$ cat src/rtl/riscv_defs.sv
// Shared RV32I typedefs and constants for the multi-cycle control unit.
package riscv_defs;

    localparam logic [6:0] OPCODE_LUI    = 7'b0110111;
    localparam logic [6:0] OPCODE_AUIPC  = 7'b0010111;
    localparam logic [6:0] OPCODE_JAL    = 7'b1101111;
    localparam logic [6:0] OPCODE_JALR   = 7'b1100111;
    localparam logic [6:0] OPCODE_BRANCH = 7'b1100011;
    localparam logic [6:0] OPCODE_LOAD   = 7'b0000011;
    localparam logic [6:0] OPCODE_STORE  = 7'b0100011;
    localparam logic [6:0] OPCODE_IMM    = 7'b0010011;
    localparam logic [6:0] OPCODE_RR     = 7'b0110011;
    localparam logic [6:0] OPCODE_FENCE  = 7'b0001111;
    localparam logic [6:0] OPCODE_SYSTEM = 7'b1110011;

    localparam logic [1:0] ALU_SRC1_ZERO = 2'd0;
    localparam logic [1:0] ALU_SRC1_RS1  = 2'd1;
    localparam logic [1:0] ALU_SRC1_PC   = 2'd2;

    localparam logic ALU_SRC2_RS2 = 1'b0;
    localparam logic ALU_SRC2_IMM = 1'b1;

    localparam logic [1:0] WB_SEL_ALU = 2'd0;
    localparam logic [1:0] WB_SEL_MEM = 2'd1;
    localparam logic [1:0] WB_SEL_PC4 = 2'd2;

    localparam logic [1:0] PC_SRC_PLUS4 = 2'b00;
    localparam logic [1:0] PC_SRC_IMM   = 2'b01;
    localparam logic [1:0] PC_SRC_JALR  = 2'b10;

    typedef struct packed {
        logic [1:0] alu_src1;
        logic       alu_src2;
        logic [2:0] alu_op;
        logic       arith_logic;
        logic [1:0] wb_sel;
        logic [4:0] rd;
        logic       rf_wr;
        logic       dmem_rd;
        logic       dmem_wr;
        logic       is_branch;
        logic       is_jal;
        logic       is_jalr;
    } control_bus_t;

    typedef enum logic [2:0] {
        StFetch   = 3'd0,
        StDecode  = 3'd1,
        StExecute = 3'd2,
        StMem     = 3'd3,
        StWb      = 3'd4,
        StTrap    = 3'd5
    } state_t;

endpackage

$ cat src/rtl/instr_decoder.sv
// Combinational RV32I opcode-to-control-bus mapping; unknown words decode as a NOP.
module instr_decoder
    import riscv_defs::*;
(
    input  logic [31:0]  instruction,
    output control_bus_t bus,
    output logic         illegal
);

    logic [6:0] opcode;
    logic [4:0] rd_field;
    logic [2:0] funct3;
    logic [6:0] funct7;
    logic [4:0] rs2_field;
    logic       rd_nonzero;

    assign opcode     = instruction[6:0];
    assign rd_field   = instruction[11:7];
    assign funct3     = instruction[14:12];
    assign rs2_field  = instruction[24:20];
    assign funct7     = instruction[31:25];
    assign rd_nonzero = (rd_field != 5'd0);

    always_comb begin
        bus     = '0;
        illegal = 1'b0;
        case (opcode)
            OPCODE_LUI: begin
                bus.alu_src1 = ALU_SRC1_ZERO;
                bus.alu_src2 = ALU_SRC2_IMM;
                bus.rd       = rd_field;
                bus.rf_wr    = rd_nonzero;
            end
            OPCODE_AUIPC: begin
                bus.alu_src1 = ALU_SRC1_PC;
                bus.alu_src2 = ALU_SRC2_IMM;
                bus.rd       = rd_field;
                bus.rf_wr    = rd_nonzero;
            end
            OPCODE_JAL: begin
                bus.alu_src1 = ALU_SRC1_PC;
                bus.alu_src2 = ALU_SRC2_IMM;
                bus.wb_sel   = WB_SEL_PC4;
                bus.rd       = rd_field;
                bus.rf_wr    = rd_nonzero;
                bus.is_jal   = 1'b1;
            end
            OPCODE_JALR: begin
                bus.alu_src1 = ALU_SRC1_RS1;
                bus.alu_src2 = ALU_SRC2_IMM;
                bus.wb_sel   = WB_SEL_PC4;
                bus.rd       = rd_field;
                bus.rf_wr    = rd_nonzero;
                bus.is_jalr  = 1'b1;
            end
            OPCODE_BRANCH: begin
                bus.alu_src1  = ALU_SRC1_RS1;
                bus.alu_src2  = ALU_SRC2_RS2;
                bus.alu_op    = funct3;
                bus.is_branch = 1'b1;
            end
            OPCODE_LOAD: begin
                bus.alu_src1 = ALU_SRC1_RS1;
                bus.alu_src2 = ALU_SRC2_IMM;
                bus.wb_sel   = WB_SEL_MEM;
                bus.rd       = rd_field;
                bus.rf_wr    = rd_nonzero;
                bus.dmem_rd  = 1'b1;
            end
            OPCODE_STORE: begin
                // The rd slot forwards rs2 so the datapath can read the store data.
                bus.alu_src1 = ALU_SRC1_RS1;
                bus.alu_src2 = ALU_SRC2_IMM;
                bus.rd       = rs2_field;
                bus.dmem_wr  = 1'b1;
            end
            OPCODE_IMM: begin
                bus.alu_src1    = ALU_SRC1_RS1;
                bus.alu_src2    = ALU_SRC2_IMM;
                bus.alu_op      = funct3;
                bus.arith_logic = |funct7;
                bus.rd          = rd_field;
                bus.rf_wr       = rd_nonzero;
            end
            OPCODE_RR: begin
                bus.alu_src1    = ALU_SRC1_RS1;
                bus.alu_src2    = ALU_SRC2_RS2;
                bus.alu_op      = funct3;
                bus.arith_logic = |funct7;
                bus.rd          = rd_field;
                bus.rf_wr       = rd_nonzero;
            end
            OPCODE_FENCE, OPCODE_SYSTEM: begin
                bus = '0;
            end
            default: begin
                illegal = 1'b1;
            end
        endcase
    end

endmodule

$ cat src/rtl/multicycle_control_unit.sv
// Multi-cycle RV32I sequencer: fetch/decode/execute/mem/writeback FSM with retire counter.
// Optional RV32_ILLEGAL_TRAP_EN sends illegal words to a terminal TRAP state.
module multicycle_control_unit
    import riscv_defs::*;
#(
    parameter int unsigned NB_WORD    = 32,
    parameter int unsigned NB_INSTRET = 32
) (
    input  logic                  i_clock,
    input  logic                  i_reset_n,
    input  logic [NB_WORD-1:0]    i_instruction,
    output logic                  o_imem_req,
    input  logic                  i_imem_ack,
    output logic                  o_dmem_req,
    input  logic                  i_dmem_ack,
    input  logic                  i_branch_taken,
    output logic                  o_ir_wr,
    output logic                  o_pc_wr,
    output logic [1:0]            o_pc_src,
    output control_bus_t          o_control_bus,
    output logic                  o_retire,
    output logic [NB_INSTRET-1:0] o_instret,
    output logic [2:0]            o_state
);

    state_t                  state_q;
    logic [NB_WORD-1:0]      ir_q;
    control_bus_t            bus_q;
    control_bus_t            dec_bus;
    logic                    dec_illegal;
    logic [NB_INSTRET-1:0]   instret_q;

    instr_decoder u_instr_decoder (
        .instruction (ir_q[31:0]),
        .bus         (dec_bus),
        .illegal     (dec_illegal)
    );

`ifndef RV32_ILLEGAL_TRAP_EN
    logic unused_illegal;
    assign unused_illegal = dec_illegal;
`endif

    always_ff @(posedge i_clock or negedge i_reset_n) begin
        if (!i_reset_n) begin
            state_q <= StFetch;
            ir_q    <= '0;
            bus_q   <= '0;
        end else begin
            unique case (state_q)
                StFetch: begin
                    if (i_imem_ack) begin
                        ir_q    <= i_instruction;
                        state_q <= StDecode;
                    end
                end
                StDecode: begin
                    bus_q <= dec_bus;
`ifdef RV32_ILLEGAL_TRAP_EN
                    state_q <= dec_illegal ? StTrap : StExecute;
`else
                    state_q <= StExecute;
`endif
                end
                StExecute: begin
                    if (bus_q.is_branch) begin
                        state_q <= StFetch;
                    end else if (bus_q.dmem_rd || bus_q.dmem_wr) begin
                        state_q <= StMem;
                    end else begin
                        state_q <= StWb;
                    end
                end
                StMem: begin
                    if (i_dmem_ack) begin
                        state_q <= bus_q.dmem_wr ? StFetch : StWb;
                    end
                end
                StWb:    state_q <= StFetch;
                StTrap:  state_q <= StTrap;
                default: state_q <= StFetch;
            endcase
        end
    end

    // Strobes decode from the registered state; gating with the reset drops any request at once.
    always_comb begin
        o_imem_req = 1'b0;
        o_dmem_req = 1'b0;
        o_ir_wr    = 1'b0;
        o_pc_wr    = 1'b0;
        o_pc_src   = PC_SRC_PLUS4;
        if (i_reset_n) begin
            unique case (state_q)
                StFetch: begin
                    o_imem_req = 1'b1;
                    o_ir_wr    = i_imem_ack;
                end
                StExecute: begin
                    if (bus_q.is_branch) begin
                        o_pc_wr  = 1'b1;
                        o_pc_src = i_branch_taken ? PC_SRC_IMM : PC_SRC_PLUS4;
                    end
                end
                StMem: begin
                    o_dmem_req = 1'b1;
                    o_pc_wr    = i_dmem_ack && bus_q.dmem_wr;
                end
                StWb: begin
                    o_pc_wr = 1'b1;
                    if (bus_q.is_jal) begin
                        o_pc_src = PC_SRC_IMM;
                    end else if (bus_q.is_jalr) begin
                        o_pc_src = PC_SRC_JALR;
                    end else begin
                        o_pc_src = PC_SRC_PLUS4;
                    end
                end
                default: begin
                    o_pc_wr = 1'b0;
                end
            endcase
        end
    end

    // Every PC update is the last action of an instruction.
    assign o_retire = o_pc_wr;

    always_comb begin
        o_control_bus         = bus_q;
        o_control_bus.rf_wr   = bus_q.rf_wr && (state_q == StWb);
        o_control_bus.dmem_rd = bus_q.dmem_rd && (state_q == StMem);
        o_control_bus.dmem_wr = bus_q.dmem_wr && (state_q == StMem);
    end

    always_ff @(posedge i_clock or negedge i_reset_n) begin
        if (!i_reset_n) begin
            instret_q <= '0;
        end else if (o_retire) begin
            instret_q <= instret_q + NB_INSTRET'(1);
        end
    end

    assign o_instret = instret_q;
    assign o_state   = state_q;

endmodule

$ cat config.mk
export PLATFORM = sky130hd
export DESIGN_NAME = multicycle_control_unit
export DESIGN_NICKNAME = d
export VERILOG_FILES = /design/src/rtl/riscv_defs.sv /design/src/rtl/instr_decoder.sv /design/src/rtl/multicycle_control_unit.sv
export SDC_FILE = /design/constraint.sdc
export NUM_CORES = 1
export LEC_CHECK = 0
export BUFFER_PORTS_ARGS = -buffer_cell sky130_fd_sc_hd__buf_2
export CAP_MARGIN = 30
export CORE_ASPECT_RATIO = 1.4
export CORE_UTILIZATION = 40
export DETAILED_ROUTE_END_ITERATION = 10
export GPL_TIMING_DRIVEN = 0
export PLACE_DENSITY_LB_ADDON = 0.12
export SLEW_MARGIN = 25
export SYNTH_ARGS = -nofsm -noshare
export SYNTH_HDL_FRONTEND = slang
export SYNTH_HIERARCHICAL = 1
export SYNTH_SLANG_ARGS = --single-unit
$ cat constraint.sdc
create_clock -name i_clock -period 1.7 [get_ports i_clock]
set_input_delay 0.085 -clock i_clock [delete_from_list [all_inputs] [get_ports i_clock]]
set_output_delay 0.085 -clock i_clock [all_outputs]
set_load 0.01 [all_outputs]
Word level (Yosys, flattened, before mapping)
Index checks and enable logic that the tools add are counted.
{"block": "totals", "word_cells": 81, "output_inout_bits": 62, "in_bits": 37, "regBits": 87}
{"block": "classes", "n_addsub": 1, "n_reduce_logical": 17, "n_mux": 32, "n_eq_ne": 16}
{"operator": "adder 32 x 1 -> 32 bit (second input constant)", "count": 1}
{"operator": "equality test 7 x 6 -> 1 bit (second input constant)", "count": 3}
{"operator": "equality test 7 bit (second input constant)", "count": 3}
{"operator": "two-way mux 3 bit", "count": 6}
{"operator": "two-way mux 1 bit", "count": 17}
{"operator": "case mux 3 bit (5 select lines)", "count": 1}
{"operator": "equality test 7 x 5 -> 1 bit (second input constant)", "count": 2}
{"operator": "OR reduction 7 bit", "count": 2}
{"operator": "case mux 3 bit (4 select lines)", "count": 1}
{"operator": "case mux 5 bit (2 select lines)", "count": 1}
{"operator": "case mux 2 bit (2 select lines)", "count": 2}
{"operator": "OR reduction 2 bit", "count": 4}
{"operator": "equality test 7 x 2 -> 1 bit (second input constant)", "count": 1}
{"operator": "equality test 3 x 2 -> 1 bit (second input constant)", "count": 2}
{"operator": "equality test 3 bit (second input constant)", "count": 2}
{"operator": "two-way mux 2 bit", "count": 3}
{"operator": "nonzero test 5 bit", "count": 1}
{"operator": "logical AND 1 bit", "count": 4}
{"operator": "inequality test 2 bit (second input constant)", "count": 2}
{"operator": "AND reduction 2 bit", "count": 2}
{"operator": "OR reduction 4 bit", "count": 1}
{"operator": "equality test 3 x 1 -> 1 bit (second input constant)", "count": 1}
{"operator": "zero test 3 bit", "count": 1}
{"operator": "case mux 1 bit (3 select lines)", "count": 1}
{"operator": "2 further kinds", "count": 2}

Logic depth before layout (Yosys ltp)
{"block": "logic_depth", "ltp_word": 4, "mapped_depth": 7, "ltp_nobuf": 6}

Modules after synthesis
Netlist, hierarchy kept.
{"module": "multicycle_control_unit", "n_inst": 1, "area_each_um2": 3895.0, "cells_per_inst": 304}
{"module": "instr_decoder", "n_inst": 1, "area_each_um2": 459.2, "cells_per_inst": 72}

Worst setup path after synthesis
OpenSTA, ideal clock, no wires.
{"block": "synth_path", "path_kind": "reg-to-reg", "startpoint": "reg state_q[1], in the netlist o_state[1]", "endpoint": "reg ir_q[23]", "path_slack_ns": -0.031, "path_buffers": 3, "stages_incl_launch_ff": 7, "required_ns": 1.575, "setup_time_ns": 0.125, "arrival_time_ns": 1.607, "cell_sequence": "dfrtp_1 -> buf_2 -> nor3_1 -> and2_1 -> buf_2 -> buf_2 -> mux2_2"}
{"block": "synth_via", "elab_chain_cells": 2}
{"element": "start, declared", "line": "multicycle_control_unit.sv:26", "source": "state_t state_q;"}
{"element": "start signal, assigned", "line": "multicycle_control_unit.sv:46", "source": "state_q <= StFetch;"}
{"element": "start signal, assigned", "line": "multicycle_control_unit.sv:54", "source": "state_q <= StDecode;"}
{"element": "start signal, assigned", "line": "multicycle_control_unit.sv:62", "source": "state_q <= StExecute;"}
{"element": "zero test 3 bit", "line": "multicycle_control_unit.sv:50", "source": "unique case (state_q)"}
{"element": "AND reduction 2 bit (no source line)"}
{"element": "end signal, assigned", "line": "multicycle_control_unit.sv:53", "source": "ir_q <= i_instruction;"}
{"element": "end, declared", "line": "multicycle_control_unit.sv:27", "source": "logic [NB_WORD-1:0] ir_q;"}
No other way between the ends.
A chain may end at the register's enable or synchronous reset.

Worst setup path in the final report
{"block": "layout_path", "startpoint": "reg state_q[0], in the netlist o_state[0]", "endpoint": "out o_retire"}
{"block": "layout_via", "elab_chain_cells": 3, "elab_cells_between_ends": 5, "cone_classes": "3 x eq/ne; 2 x mux"}
{"element": "equality test 3 bit or equality test 3 x 2 -> 1 bit (tied branches)", "line": "multicycle_control_unit.sv:94", "source": "unique case (state_q)"}
{"element": "case mux 1 bit (3 select lines) *", "line": "multicycle_control_unit.sv:94"}
{"element": "two-way mux 1 bit *", "line": "multicycle_control_unit.sv:93", "source": "if (i_reset_n) begin"}
{"element": "end, declared", "line": "multicycle_control_unit.sv:21", "source": "output logic o_retire,"}
Every way passes the cells marked *; elsewhere a longest branch is shown, timed or not.

==> results summary <==
The largest vdd supply drop came out at 0.000519 V. The clock passes through at most 2 buffers. The max-slew violation total from the final report came out at 0. The top cell types in the final layout, fill and taps aside, are sky130_fd_sc_hd__buf_2, sky130_fd_sc_hd__dfrtp_1, sky130_fd_sc_hd__mux2_2, sky130_fd_sc_hd__buf_4, sky130_fd_sc_hd__dlygate4sd3_1.

The later-pin clock latency in the skew report is 0.35 ns. The maximum level of the CTS H-tree is 3. Timing analysis after detailed placement gives a worst setup slack of -0.279 ns.

The setup path with the least slack is of type reg -> out. The initial antenna violation count came out at 0. In this run the standard cell core region covers 0.00995 mm². Across all hold checks on the routed design, the worst slack comes to 0.104 ns. The number of max-cap violations is 0. The global route total overflow came out at 0. The global-route wire length before repair is 15.6 mm.

The critical-path maximum fanout came out at 6. Clock-pin slew was measured on the worst setup and hold paths at 0.06 ns. The number of nets still failing antenna checks after routing is 0. The worst reg-to-reg path cell count is 7. Leaving out fill and tap cells, the most frequent cell in the layout is sky130_fd_sc_hd__buf_2.

For this configuration, the core starts out at a cell density of 0.414. For this block, the routed nets add up to 10.1 mm of wire. The area growth from synthesis to layout is 39.8%.

The count of final setup violators is 1. The worst register-to-register path has a setup slack of 0 ns. Of the cells placed in the final design, the portion with a size suffix greater than 1 is 0.463. The number of global-route vias before repair came out at 3192.

The static power due to leakage came out at 3.01 nW. The net total in the final layout came out at 551. TritonCTS built the clock tree. The endpoint class of the critical path is an output port.

The setup TNS came out at -0.0704 ns. The starting DRC count in detailed routing is 63. The worst hold path belongs to the class in -> reg.

The worst register-to-register path begins at o_instret[0]$_DFFE_PN0P_. The time the worst path needs with I/O delays and setup came out at 1.77 ns. Using the TritonRoute via totals, the vias-per-cell ratio works out to 5.06. The post-layout instance area is 0.00576 mm². The weighted congestion reported at the end of routability-driven placement came out at 0.803. Of the available clock period, the critical path in the final layout requires 1.04. The endpoint identified for the worst register-to-register timing path is o_instret[26]$_DFFE_PN0P_. The checks that failed: negative setup slack.

The run finished, with violations left. The largest net degree at the start of global routing is 46. The worst clock skew is 0.00797 ns.

The count of pins on the block boundary is 99. CTS saw 82 sinks. In the routed design, unresolved DRC markers number 0. The utilization of the core after routing came out at 0.579. Following the worst setup path forward leads to its endpoint at o_retire. The total half-perimeter wirelength after legalization and detailed placement is 6.81 mm. The number of nets in the synthesized netlist is 397. The power density over the cells is 732 mW/mm². The die is 122 µm tall. The average size of a mapped cell came out at 11.5 µm². The global routing usage summed across all routing layers came out at 0.194. STA classifies the critical path startpoint as a flip-flop. The number of endpoints with negative hold slack in the final report came out at 0. The required time of the worst setup path came out at 1.62 ns. The chip width came out at 87.8 µm. CTS placed an instance of sky130_fd_sc_hd__clkbuf_16 at the clock tree root. The most critical setup path has its startpoint at o_state[0]$_DFFE_PN0P_. The maximum operating frequency came out at 565 MHz. The initialized floorplan defines 43 standard-cell rows. The signal arrival time at the worst endpoint is 1.69 ns.

The instance count of the mapped netlist is 359. The final antenna diode count is 0. The area of the die came out at 0.0107 mm².

The detailed-routing iteration count for the pre-antenna-repair pass is 4. TritonCTS created 9 clock buffers. The worst max-slew margin expressed relative to the limit is 0.711. The post-detailed-placement cell area is 0.00480 mm². For this run, the number of Yosys warnings is 6. The worst-margin pin slew is 0.430 ns.

Summing every instance area after synthesis gives 0.00412 mm². The count of buffers from port buffering came out at 93. The routed via count is 3302. Setup repair after global routing could not meet its margin everywhere. Setup slack on the critical path of the routed design comes to -0.0704 ns. After detailed routing, the average wire length per cell comes to 15.4 µm.
## layout make-up
class | instances | area (µm²)
fillers | 878 | 4190
flip-flops and latches | 82 | 2060
multi-input cells | 231 | 1890
repair buffers | 144 | 1010
plain buffers | 35 | 277
clock buffers | 11 | 243
well taps | 135 | 169
clock inverters | 5 | 77.6
inverters | 10 | 37.5
## worst min path at each step
stage                                  from                   endpoint  slack (ns)  cells past startpoint
after floorplan                   i_reset_n       bus_q[3]$_DFFE_PN0P_       -0.21                      0
after global placement    i_instruction[22]       ir_q[22]$_DFFE_PN0P_        0.32                      2
after detailed placement          i_reset_n  o_instret[28]$_DFFE_PN0P_        0.04                      1
after CTS                        i_dmem_ack     o_state[1]$_DFFE_PN0P_        0.09                      3
after global routing             i_dmem_ack     o_state[1]$_DFFE_PN0P_        0.11                      3
final                            i_dmem_ack     o_state[1]$_DFFE_PN0P_        0.10                      3
## metrics by stage
| stage | std cells | total power, mW |
|---|---|---|
| 6_report | 653 | 4.22 |
| 5_1_grt | 653 | 4.35 |
| 4_1_cts | 643 | 4.26 |
| 3_5_place_dp | 588 | 2.08 |
| 3_3_place_gp | 587 | 2.07 |
| 2_1_floorplan | 359 | 2.00 |
## power by group
group / internal [mW] / switching, mW
clock network: 1.32 / 0.791
logic: 0.0842 / 0.0672
registers: 1.95 / 0.000790
total: 3.36 / 0.859
## state kept, by name (all words and copies together), names as in the netlist
register	count
bus_q	3
ir_q	27
o_control_bus	17
o_instret	32
o_state	3
## what timing repair did
item	in CTS	in global routing
setup endpoints to repair	53	62
hold buffers	29	0
gates resized for setup	17	24
hold endpoints to repair	67	0
pin swaps	7	5
cloned	0	2
buffers inserted	10	10
## metal layers
metal | vias up | wire (µm) | part of all wire | track usage
li1 | 1571 | - | - | -
met1 | 1640 | 4190 | 0.42 | 0.226
met2 | 79 | 5370 | 0.53 | 0.341
met3 | 12 | 299 | 0.030 | 0.0285
met4 | 0 | 215 | 0.021 | 0.0984
met5 | - | 0 | 0 | 0
## worst max-delay path: stages, from the launching register on
cell and delay, ns:
sky130_fd_sc_hd__dfrtp_2 0.46, sky130_fd_sc_hd__and3_4 0.19, sky130_fd_sc_hd__o211ai_4 0.22, sky130_fd_sc_hd__a21oi_4 0.09, sky130_fd_sc_hd__buf_6 0.13, sky130_fd_sc_hd__buf_4 0.12, sky130_fd_sc_hd__buf_2 0.13
No activity file was read; power rests on OpenSTA's default activity.
